`config.mk`:
```
export PLATFORM = sky130hd
export DESIGN_NAME = fetch_stage_flat
export DESIGN_NICKNAME = d
export VERILOG_FILES = /design/src/rtl/fetch_stage_pkg.sv /design/src/rtl/fetch_stage_if.sv /design/src/rtl/fetch_stage.sv /design/src/flat_wrapper.sv
export SDC_FILE = /design/constraint.sdc
export NUM_CORES = 1
export LEC_CHECK = 0
export CAP_MARGIN = 20
export CORE_MARGIN = 4
export CORE_UTILIZATION = 49
export CTS_BUF_LIST = sky130_fd_sc_hd__clkbuf_4 sky130_fd_sc_hd__clkbuf_8 sky130_fd_sc_hd__clkbuf_16
export CTS_CLUSTER_SIZE = 28
export DETAILED_ROUTE_END_ITERATION = 7
export PLACE_DENSITY = 0.8
export SYNTH_ARGS = -nofsm -noshare
export SYNTH_HDL_FRONTEND = slang
export SYNTH_SLANG_ARGS = --single-unit
```
`constraint.sdc`:
```
create_clock -name clk -period 3.5 [get_ports clk]
set_input_delay 0.7 -clock clk [delete_from_list [all_inputs] [get_ports clk]]
set_output_delay 0.7 -clock clk [all_outputs]
set_load 0.005 [all_outputs]
```
`src/rtl/fetch_stage_pkg.sv`:
```
// Shared pipeline-buffer types for the fetch stage: IF/ID record, bubble
// instruction and fetch FSM states.
package PipelineBufferRegisters;

  localparam logic [31:0] NOP_INSTR = 32'h0000_0013;

  typedef struct packed {
    logic [8:0]  CurrPC;
    logic [31:0] CurrInstr;
  } IFID;

  typedef enum logic [1:0] {
    StReq,
    StWait,
    StHold
  } fetch_state_e;

  function automatic logic [8:0] align_pc(input logic [8:0] addr);
    return {addr[8:2], 2'b00};
  endfunction

endpackage

```
`src/rtl/fetch_stage_if.sv`:
```
// Instruction-memory request/response channel between fetch and imem.
interface fetch_stage_if;

  logic        imem_req;
  logic [8:0]  imem_addr;
  logic [31:0] imem_rdata;
  logic        imem_ack;

  modport master (
    output imem_req,
    output imem_addr,
    input  imem_rdata,
    input  imem_ack
  );

  modport slave (
    input  imem_req,
    input  imem_addr,
    output imem_rdata,
    output imem_ack
  );

endinterface

```
`src/rtl/fetch_stage.sv`:
```
// Instruction fetch: PC, single-outstanding imem request FSM, stall hold
// buffer and the IF/ID register.
module fetch_stage
  import PipelineBufferRegisters::*;
#(
  parameter logic [8:0]  RESET_PC  = 9'h000,
  parameter logic [31:0] NOP_INSTR = PipelineBufferRegisters::NOP_INSTR
) (
  input  logic                 clk,
  input  logic                 reset,
  input  logic                 stall,
  input  logic                 flush,
  input  logic [8:0]           branch_target,
  fetch_stage_if.master        imem,
  output IFID                  ifid_out,
  output logic                 ifid_valid,
  output logic [8:0]           pc_out
);

  fetch_state_e state_q, state_d;
  logic [8:0]   pc_q, pc_d;
  logic [8:0]   tgt_q, tgt_d;
  logic         drop_q, drop_d;
  logic [31:0]  hold_q, hold_d;
  IFID          ifid_q, ifid_d;
  logic         valid_q, valid_d;

  logic         bubble;
  logic         deliver;
  logic [31:0]  deliver_instr;
  logic [8:0]   flush_pc;

  assign flush_pc = align_pc(branch_target);

  always_comb begin
    state_d       = state_q;
    pc_d          = pc_q;
    tgt_d         = tgt_q;
    drop_d        = drop_q;
    hold_d        = hold_q;
    ifid_d        = ifid_q;
    valid_d       = valid_q;
    deliver       = 1'b0;
    deliver_instr = NOP_INSTR;
    // Any unstalled cycle that does not deliver an instruction inserts a bubble.
    bubble        = !stall || flush;

    unique case (state_q)
      StReq: begin
        if (flush) begin
          pc_d = flush_pc;
        end else begin
          state_d = StWait;
        end
      end

      StWait: begin
        if (imem.imem_ack) begin
          state_d = StReq;
          drop_d  = 1'b0;
          if (flush) begin
            pc_d = flush_pc;
          end else if (drop_q) begin
            // Response belongs to a squashed fetch; redirect to the latched target.
            pc_d = tgt_q;
          end else if (stall) begin
            hold_d  = imem.imem_rdata;
            state_d = StHold;
          end else begin
            deliver       = 1'b1;
            deliver_instr = imem.imem_rdata;
          end
        end else if (flush) begin
          tgt_d  = flush_pc;
          drop_d = 1'b1;
        end
      end

      StHold: begin
        if (flush) begin
          pc_d    = flush_pc;
          hold_d  = '0;
          state_d = StReq;
        end else if (!stall) begin
          deliver       = 1'b1;
          deliver_instr = hold_q;
          hold_d        = '0;
          state_d       = StReq;
        end
      end

      default: state_d = StReq;
    endcase

    if (deliver) begin
      ifid_d  = '{CurrPC: pc_q, CurrInstr: deliver_instr};
      valid_d = 1'b1;
      pc_d    = pc_q + 9'd4;
    end else if (bubble) begin
      ifid_d  = '{CurrPC: pc_q, CurrInstr: NOP_INSTR};
      valid_d = 1'b0;
    end
  end

  always_ff @(posedge clk or posedge reset) begin
    if (reset) begin
      state_q <= StReq;
      pc_q    <= RESET_PC;
      tgt_q   <= RESET_PC;
      drop_q  <= 1'b0;
      hold_q  <= '0;
      ifid_q  <= '{CurrPC: RESET_PC, CurrInstr: NOP_INSTR};
      valid_q <= 1'b0;
    end else begin
      state_q <= state_d;
      pc_q    <= pc_d;
      tgt_q   <= tgt_d;
      drop_q  <= drop_d;
      hold_q  <= hold_d;
      ifid_q  <= ifid_d;
      valid_q <= valid_d;
    end
  end

  // A flush in StReq redirects immediately, so no request may leave that cycle.
  assign imem.imem_req  = (state_q == StReq) && !flush && !reset;
  assign imem.imem_addr = pc_q;
  assign ifid_out       = ifid_q;
  assign ifid_valid     = valid_q;
  assign pc_out         = pc_q;

endmodule

```
`src/flat_wrapper.sv`:
```
// flat-port wrapper written by rule: the top's interface ports become plain ports
module fetch_stage_flat import PipelineBufferRegisters::*;
#(
  parameter logic [8:0]  RESET_PC  = 9'h000,
  parameter logic [31:0] NOP_INSTR = PipelineBufferRegisters::NOP_INSTR
)
  (clk, reset, stall, flush, branch_target, ifid_out, ifid_valid, pc_out, imem_imem_req, imem_imem_addr, imem_imem_rdata, imem_imem_ack);
  fetch_stage_if imem_i ();
  input  logic clk;
  input  logic reset;
  input  logic stall;
  input  logic flush;
  input  logic [8:0] branch_target;
  output IFID ifid_out;
  output logic ifid_valid;
  output logic [8:0] pc_out;
  output wire logic [$bits(imem_i.imem_req)-1:0] imem_imem_req;
  output wire logic [$bits(imem_i.imem_addr)-1:0] imem_imem_addr;
  input wire logic [$bits(imem_i.imem_rdata)-1:0] imem_imem_rdata;
  input wire logic [$bits(imem_i.imem_ack)-1:0] imem_imem_ack;
  assign imem_imem_req = imem_i.imem_req;
  assign imem_imem_addr = imem_i.imem_addr;
  assign imem_i.imem_rdata = imem_imem_rdata;
  assign imem_i.imem_ack = imem_imem_ack;
  fetch_stage #(.RESET_PC(RESET_PC), .NOP_INSTR(NOP_INSTR)) u_core (.clk(clk), .reset(reset), .stall(stall), .flush(flush), .branch_target(branch_target), .imem(imem_i), .ifid_out(ifid_out), .ifid_valid(ifid_valid), .pc_out(pc_out));
endmodule
```
After elaboration in Yosys (flattened, before gate mapping)
Cells that the tools add are included.
{"block": "totals", "word_cells": 78, "inputBits": 46, "output_inout_bits": 61, "regBits": 93}
{"block": "op_classes", "bitwise_logic": 1, "n_addsub": 1, "muxes": 40, "n_eq_ne": 11, "n_reduce_logical": 17}
{"operator": "32-bit two-way mux", "count": 12}
{"operator": "32-bit case mux with 2 select lines", "count": 2}
{"operator": "41-bit two-way mux", "count": 2}
{"operator": "9-bit two-way mux", "count": 5}
{"operator": "9-bit case mux with 2 select lines", "count": 1}
{"operator": "2-bit two-way mux", "count": 7}
{"operator": "2-bit inequality test (second input constant)", "count": 5}
{"operator": "9-bit by 3-bit adder with 9-bit output (second input constant)", "count": 1}
{"operator": "1-bit two-way mux", "count": 9}
{"operator": "2-bit case mux with 3 select lines", "count": 1}
{"operator": "3-bit AND reduction", "count": 2}
{"operator": "6-bit AND reduction", "count": 1}
{"operator": "2-bit nonzero test", "count": 3}
{"operator": "4-bit by 2-bit inequality test with 1-bit output (second input constant)", "count": 1}
{"operator": "4-bit AND reduction", "count": 1}
{"operator": "1-bit logical NOT", "count": 3}
{"operator": "3-bit by 1-bit inequality test with 1-bit output (second input constant)", "count": 1}
{"operator": "3-bit by 2-bit inequality test with 1-bit output (second input constant)", "count": 1}
{"operator": "3-bit inequality test (second input constant)", "count": 1}
{"operator": "3-bit nonzero test", "count": 1}
{"operator": "2-bit by 1-bit equality test with 1-bit output (second input constant)", "count": 1}
{"operator": "2-bit equality test (second input constant)", "count": 1}
{"operator": "1-bit logical AND", "count": 2}
{"operator": "2-bit logical NOT", "count": 1}
{"operator": "5 further kinds", "count": 5}

Longest topological paths before layout
{"block": "depth", "depth_word": 7, "ltp_mapped": 8, "mapped_depth_nobuf": 6}

Worst setup path before layout
Ideal clock, no wire load.
{"block": "synth_path", "kind": "flip-flop to flip-flop", "startpoint": "reg u_core.state_q[0]", "endpoint": "reg u_core.pc_q[3], in the netlist u_core.imem.imem_addr[3]", "period_less_slack_ns": 2.224, "t_arrival_ns": 2.099, "path_stages_with_launch": 8, "setup_ns": 0.125, "required_time_ns": 3.375, "slack_ns": 1.276, "path_cell_list": "dfrtp_1 > inv_1 > ha_1 > buf_4 > nor3_2 > mux2_2 > mux2_2 > mux2_2"}
{"block": "synth_via", "elab_chain_cells": 4, "elab_cells_between_ends": 12}
{"item": "start, declared", "line_no": "fetch_stage.sv:20", "text": "fetch_state_e state_q, state_d;"}
{"item": "start signal, assigned", "line_no": "fetch_stage.sv:107", "text": "state_q <= StReq;"}
{"item": "start signal, assigned", "line_no": "fetch_stage.sv:115", "text": "state_q <= state_d;"}
{"item": "2-bit equality test, or another cell as far along", "line_no": "fetch_stage.sv:48", "text": "unique case (state_q)"}
{"item": "1-bit case mux with 2 select lines / 2-bit OR reduction (equally long branches)"}
{"item": "4-bit by 2-bit inequality test with 1-bit output (no source line), or another cell as far along"}
{"item": "4-bit AND reduction (no source line) / 9-bit two-way mux (equally long branches)"}
{"item": "end signal, assigned", "line_no": "fetch_stage.sv:116", "text": "pc_q <= pc_d;"}
{"item": "end, declared", "line_no": "fetch_stage.sv:21", "text": "logic [8:0] pc_q, pc_d;"}
Several ways; a longest one is shown, not always the timed one.
A chain may end at the register's enable or synchronous reset.

Worst setup path in the final report
{"block": "layout_path", "startpoint": "in flush", "endpoint": "out imem_imem_req"}
{"block": "layout_via", "elab_chain_cells": 3}
{"item": "start, declared", "line_no": "flat_wrapper.sv:12", "text": "input logic flush;"}
{"item": "1-bit logical NOT", "line_no": "fetch_stage.sv:126", "text": "assign imem.imem_req = (state_q == StReq) && !flush && !reset;"}
{"item": "1-bit logical AND (2 in series)", "line_no": "fetch_stage.sv:126"}
{"item": "end, declared", "line_no": "flat_wrapper.sv:17", "text": "output wire logic [$bits(imem_i.imem_req)-1:0] imem_imem_req;"}
Every way passes these cells.

==> results.sh <==
export IMPL_status="completed"
export IMPL_clk_path_buf_depth=2
export IMPL_net_switching_power_uw=1160
export IMPL_drt_total_wl_um=10200
export IMPL_hpwl_um=7010
export IMPL_final_cell_mix="116 x nand2_1, 98 x clkdlybuf4s50_1, 86 x dfrtp_1"
export IMPL_finalNetCount=566
export IMPL_synth_adder_area_share_pct=1.77
export IMPL_grt_pass1_vias=3365
export IMPL_timing_worst_setup_path_type="in2out"
export IMPL_antenna_found_initial=0
export IMPL_insertion_delay_ns=0.36
export IMPL_crit_top_cell="clkdlybuf4s50_1"
export IMPL_cts_tree="done"
export IMPL_switching_share_pct=32.3
export IMPL_avgRoutedWirePerCell_um=16.3
export IMPL_h_tree_depth=3
export IMPL_yosysWarnings=0
export IMPL_placed_cell_area_um2=5170
export IMPL_final_max_slew_viol_count=0
export IMPL_synth_xor_area_share_pct=0
export IMPL_synth_edf_count=0
export IMPL_slowest_delay_ns=0.67
export IMPL_ys_types=43
export IMPL_drcViolationCount=0
export IMPL_path_cells="clkdlybuf4s50_1 > nor3b_1 > clkdlybuf4s50_1"
export IMPL_synthMuxAreaShare_pct=5.17
export IMPL_synthSimpleGateAreaFrac_pct=13.9
export IMPL_synth_area_per_cell_um2=9.60
export IMPL_dpl_cell_count=608
export IMPL_drtIter0Drc=187
export IMPL_setup_tns_ns=0
export IMPL_synth_top_family_by_area="compound AO/OA/AOI/OAI gates"
export IMPL_hold_buffers=0
export IMPL_hold_class="reg2reg"
export IMPL_setup_violations=0
export IMPL_core_um2=8300
export IMPL_place_gp_congestion=0.799
export IMPL_cts_resized=0
export IMPL_finalCritPeriodShare_pct=82.7
export IMPL_drt_antenna_violating_nets=0
export IMPL_synthCells=441
export IMPL_ys_ff_latch=89
export IMPL_r2r_end="u_core.imem.imem_addr[6]"
export IMPL_syn_to_final_growth_pct=27.8
export IMPL_hold_depth=2
export IMPL_synth_compound_area_share_pct=19.3
export IMPL_syn_area_um2=4230
export IMPL_hold_ws_ns=0.482
export IMPL_finalClockSkew_ns=0.0110
export IMPL_finalCoreUtilization_pct=65.2
export IMPL_die_y_um=101
export IMPL_clk_pin_slew_ns=0.09
export IMPL_combPwrFrac_pct=32.8
export IMPL_antenna_cells=0
export IMPL_p_int_uw=2430
export IMPL_irDropWorstVdd_mv=0.290
export IMPL_num_rows=33
export IMPL_grt_usage_pct=20.6
export IMPL_cp_slowest_cell="clkdlybuf4s50_1"
export IMPL_drive_gt1_share_pct=9.46
export IMPL_via_per_inst=5.52
export IMPL_max_freq_mhz=346
export IMPL_path_max_fanout=15
export IMPL_initial_utilization_pct=51.0
export IMPL_arrival_ns=2.19
export IMPL_synth_seq_area_share_pct=52.7
export IMPL_power_density_nw_per_um2=663
export IMPL_die_w_um=101
export IMPL_grt_pass1_wl_um=16500
export IMPL_cts_sinks=89
export IMPL_grt_max_degree=65
export IMPL_hold_end="u_core.ifid_out[17]"
export IMPL_hold_start="u_core.ifid_out[17]"
export IMPL_p_seq_share_pct=43.5
export IMPL_io_pins=107
export IMPL_period_minus_slack_ns=2.89
export IMPL_final_common_cell="nand2_1"
export IMPL_hold_violations=0
export IMPL_power_frac_clock_pct=23.7
export IMPL_worstMarginPinSlew_ns=0.795
export IMPL_startpoint_type="primary input"
export IMPL_grt_overflow=0
export IMPL_cts_setup_buffers=0
export IMPL_max_cap_violations=0
export IMPL_slew_headroom_pct=47.0
export IMPL_num_vias=3440
export IMPL_p_leak_uw=0.00238
export IMPL_r2r_slack_ns=0.86
export IMPL_cts_buffers=9
export IMPL_rsz0062_at_grt="false"
export IMPL_cp_end_kind="output port"
export IMPL_layoutNonFillerInstCount=623
export IMPL_rr_startpoint="u_core.state_q[0]"
export IMPL_async_flop_share_pct=100
export IMPL_dr_pass1_iters=4
export IMPL_final_cell_area_um2=5410
export IMPL_io_buffers=98
export IMPL_required_ns=2.80
export IMPL_reg2reg_depth=6
export IMPL_cts_root_buf="clkbuf_8"
export IMPL_ys_flop_type="dfrtp_1"
export IMPL_dieArea_um2=10200
==> cell families (layout without fill, tap and decap cells) <==
logic type               Yosys count  after routing
multiplexers                      20             20
other                              1              6
AO/OA/AOI/OAI                    130            130
AND/OR/NAND/NOR                  139            139
flip-flops                        89             89
adder cells (fa/ha/maj)            6              6
buffers and inverters             56            128
==> cell usage after synthesis (2+ instances only) <==
cell type / instances / area [µm²]
a211oi_1: 6 / 45.0
a21oi_1: 10 / 50.1
a221oi_1: 2 / 17.5
a22oi_1: 29 / 218
a2bb2oi_1: 3 / 26.3
buf_2: 5 / 25.0
buf_4: 23 / 173
clkbuf_1: 21 / 78.8
dfrtp_1: 86 / 2150
dfstp_2: 3 / 78.8
ha_1: 6 / 75.1
inv_1: 6 / 22.5
mux2_2: 15 / 169
mux2i_1: 5 / 50.1
nand2_1: 116 / 435
nand3_1: 2 / 10.0
nand3b_1: 2 / 15.0
nor2_1: 4 / 15.0
nor2b_1: 2 / 12.5
nor3_1: 2 / 10.0
nor3b_1: 3 / 22.5
o21ai_0: 67 / 335
o22a_1: 3 / 26.3
==> area by class of cell <==
type	instances	area (µm²)
tap	105	131
clock inverter	6	115
timing repair buffer	106	1050
multi-input combinational	301	1730
inverter	7	27.5
clock buffer	9	124
sequential	89	2230
fill	676	2890
==> per-stage QoR <==
step	setup WS, ns	power [µW]
floorplan	0.498	2330
global placement	0.480	2670
detailed placement	0.422	2760
CTS	0.590	3610
global route	0.467	3810
finish	0.606	3590
==> registers in the layout, summed over array words and instances, names as in the netlist <==
name                   cells
u_core.tgt_q               7
u_core.drop_q              1
u_core.imem.imem_addr      7
u_core.state_q             2
u_core.ifid_out           39
u_core.ifid_valid          1
u_core.hold_q             32
==> per-layer routing <==
layer | share of wire (%) | track usage, % | vias up
met4 | 1.7 | 7.98 | 0
met5 | 0 | 0 | -
met3 | 5.7 | 3.18 | 14
met1 | 43 | 27.0 | 1672
met2 | 50 | 34.2 | 107
li1 | - | - | 1647
==> worst max-delay path: cells and delay by family <==
| family | cells | cell delay (ns) |
|---|---|---|
| buffers and inverters | 2 | 1.20 |
| AND/OR/NAND/NOR | 1 | 0.29 |
==> power groups by stage <==
stage / clock network [µW] / logic (µW) / registers [µW]
global placement: 0 / 1120 / 1550
finish: 849 / 1180 / 1560
global route: 898 / 1310 / 1600
detailed placement: 0 / 1180 / 1580
floorplan: 0 / 814 / 1520
CTS: 858 / 1190 / 1560
==> worst max-delay path by stage <==
| stage | start | end | slack (ns) | depth (start not counted) |
|---|---|---|---|---|
| 3_5_place_dp | flush | u_core.imem.imem_addr[3] | 0.42 | 5 |
| 2_1_floorplan | reset | u_core.drop_q | 0.50 | 1 |
| 4_1_cts | flush | imem_imem_req | 0.59 | 3 |
| 3_3_place_gp | flush | u_core.imem.imem_addr[3] | 0.48 | 5 |
| 5_1_grt | flush | imem_imem_req | 0.47 | 3 |
| 6_report | flush | imem_imem_req | 0.61 | 3 |
(Power assumes the default switching activity.)
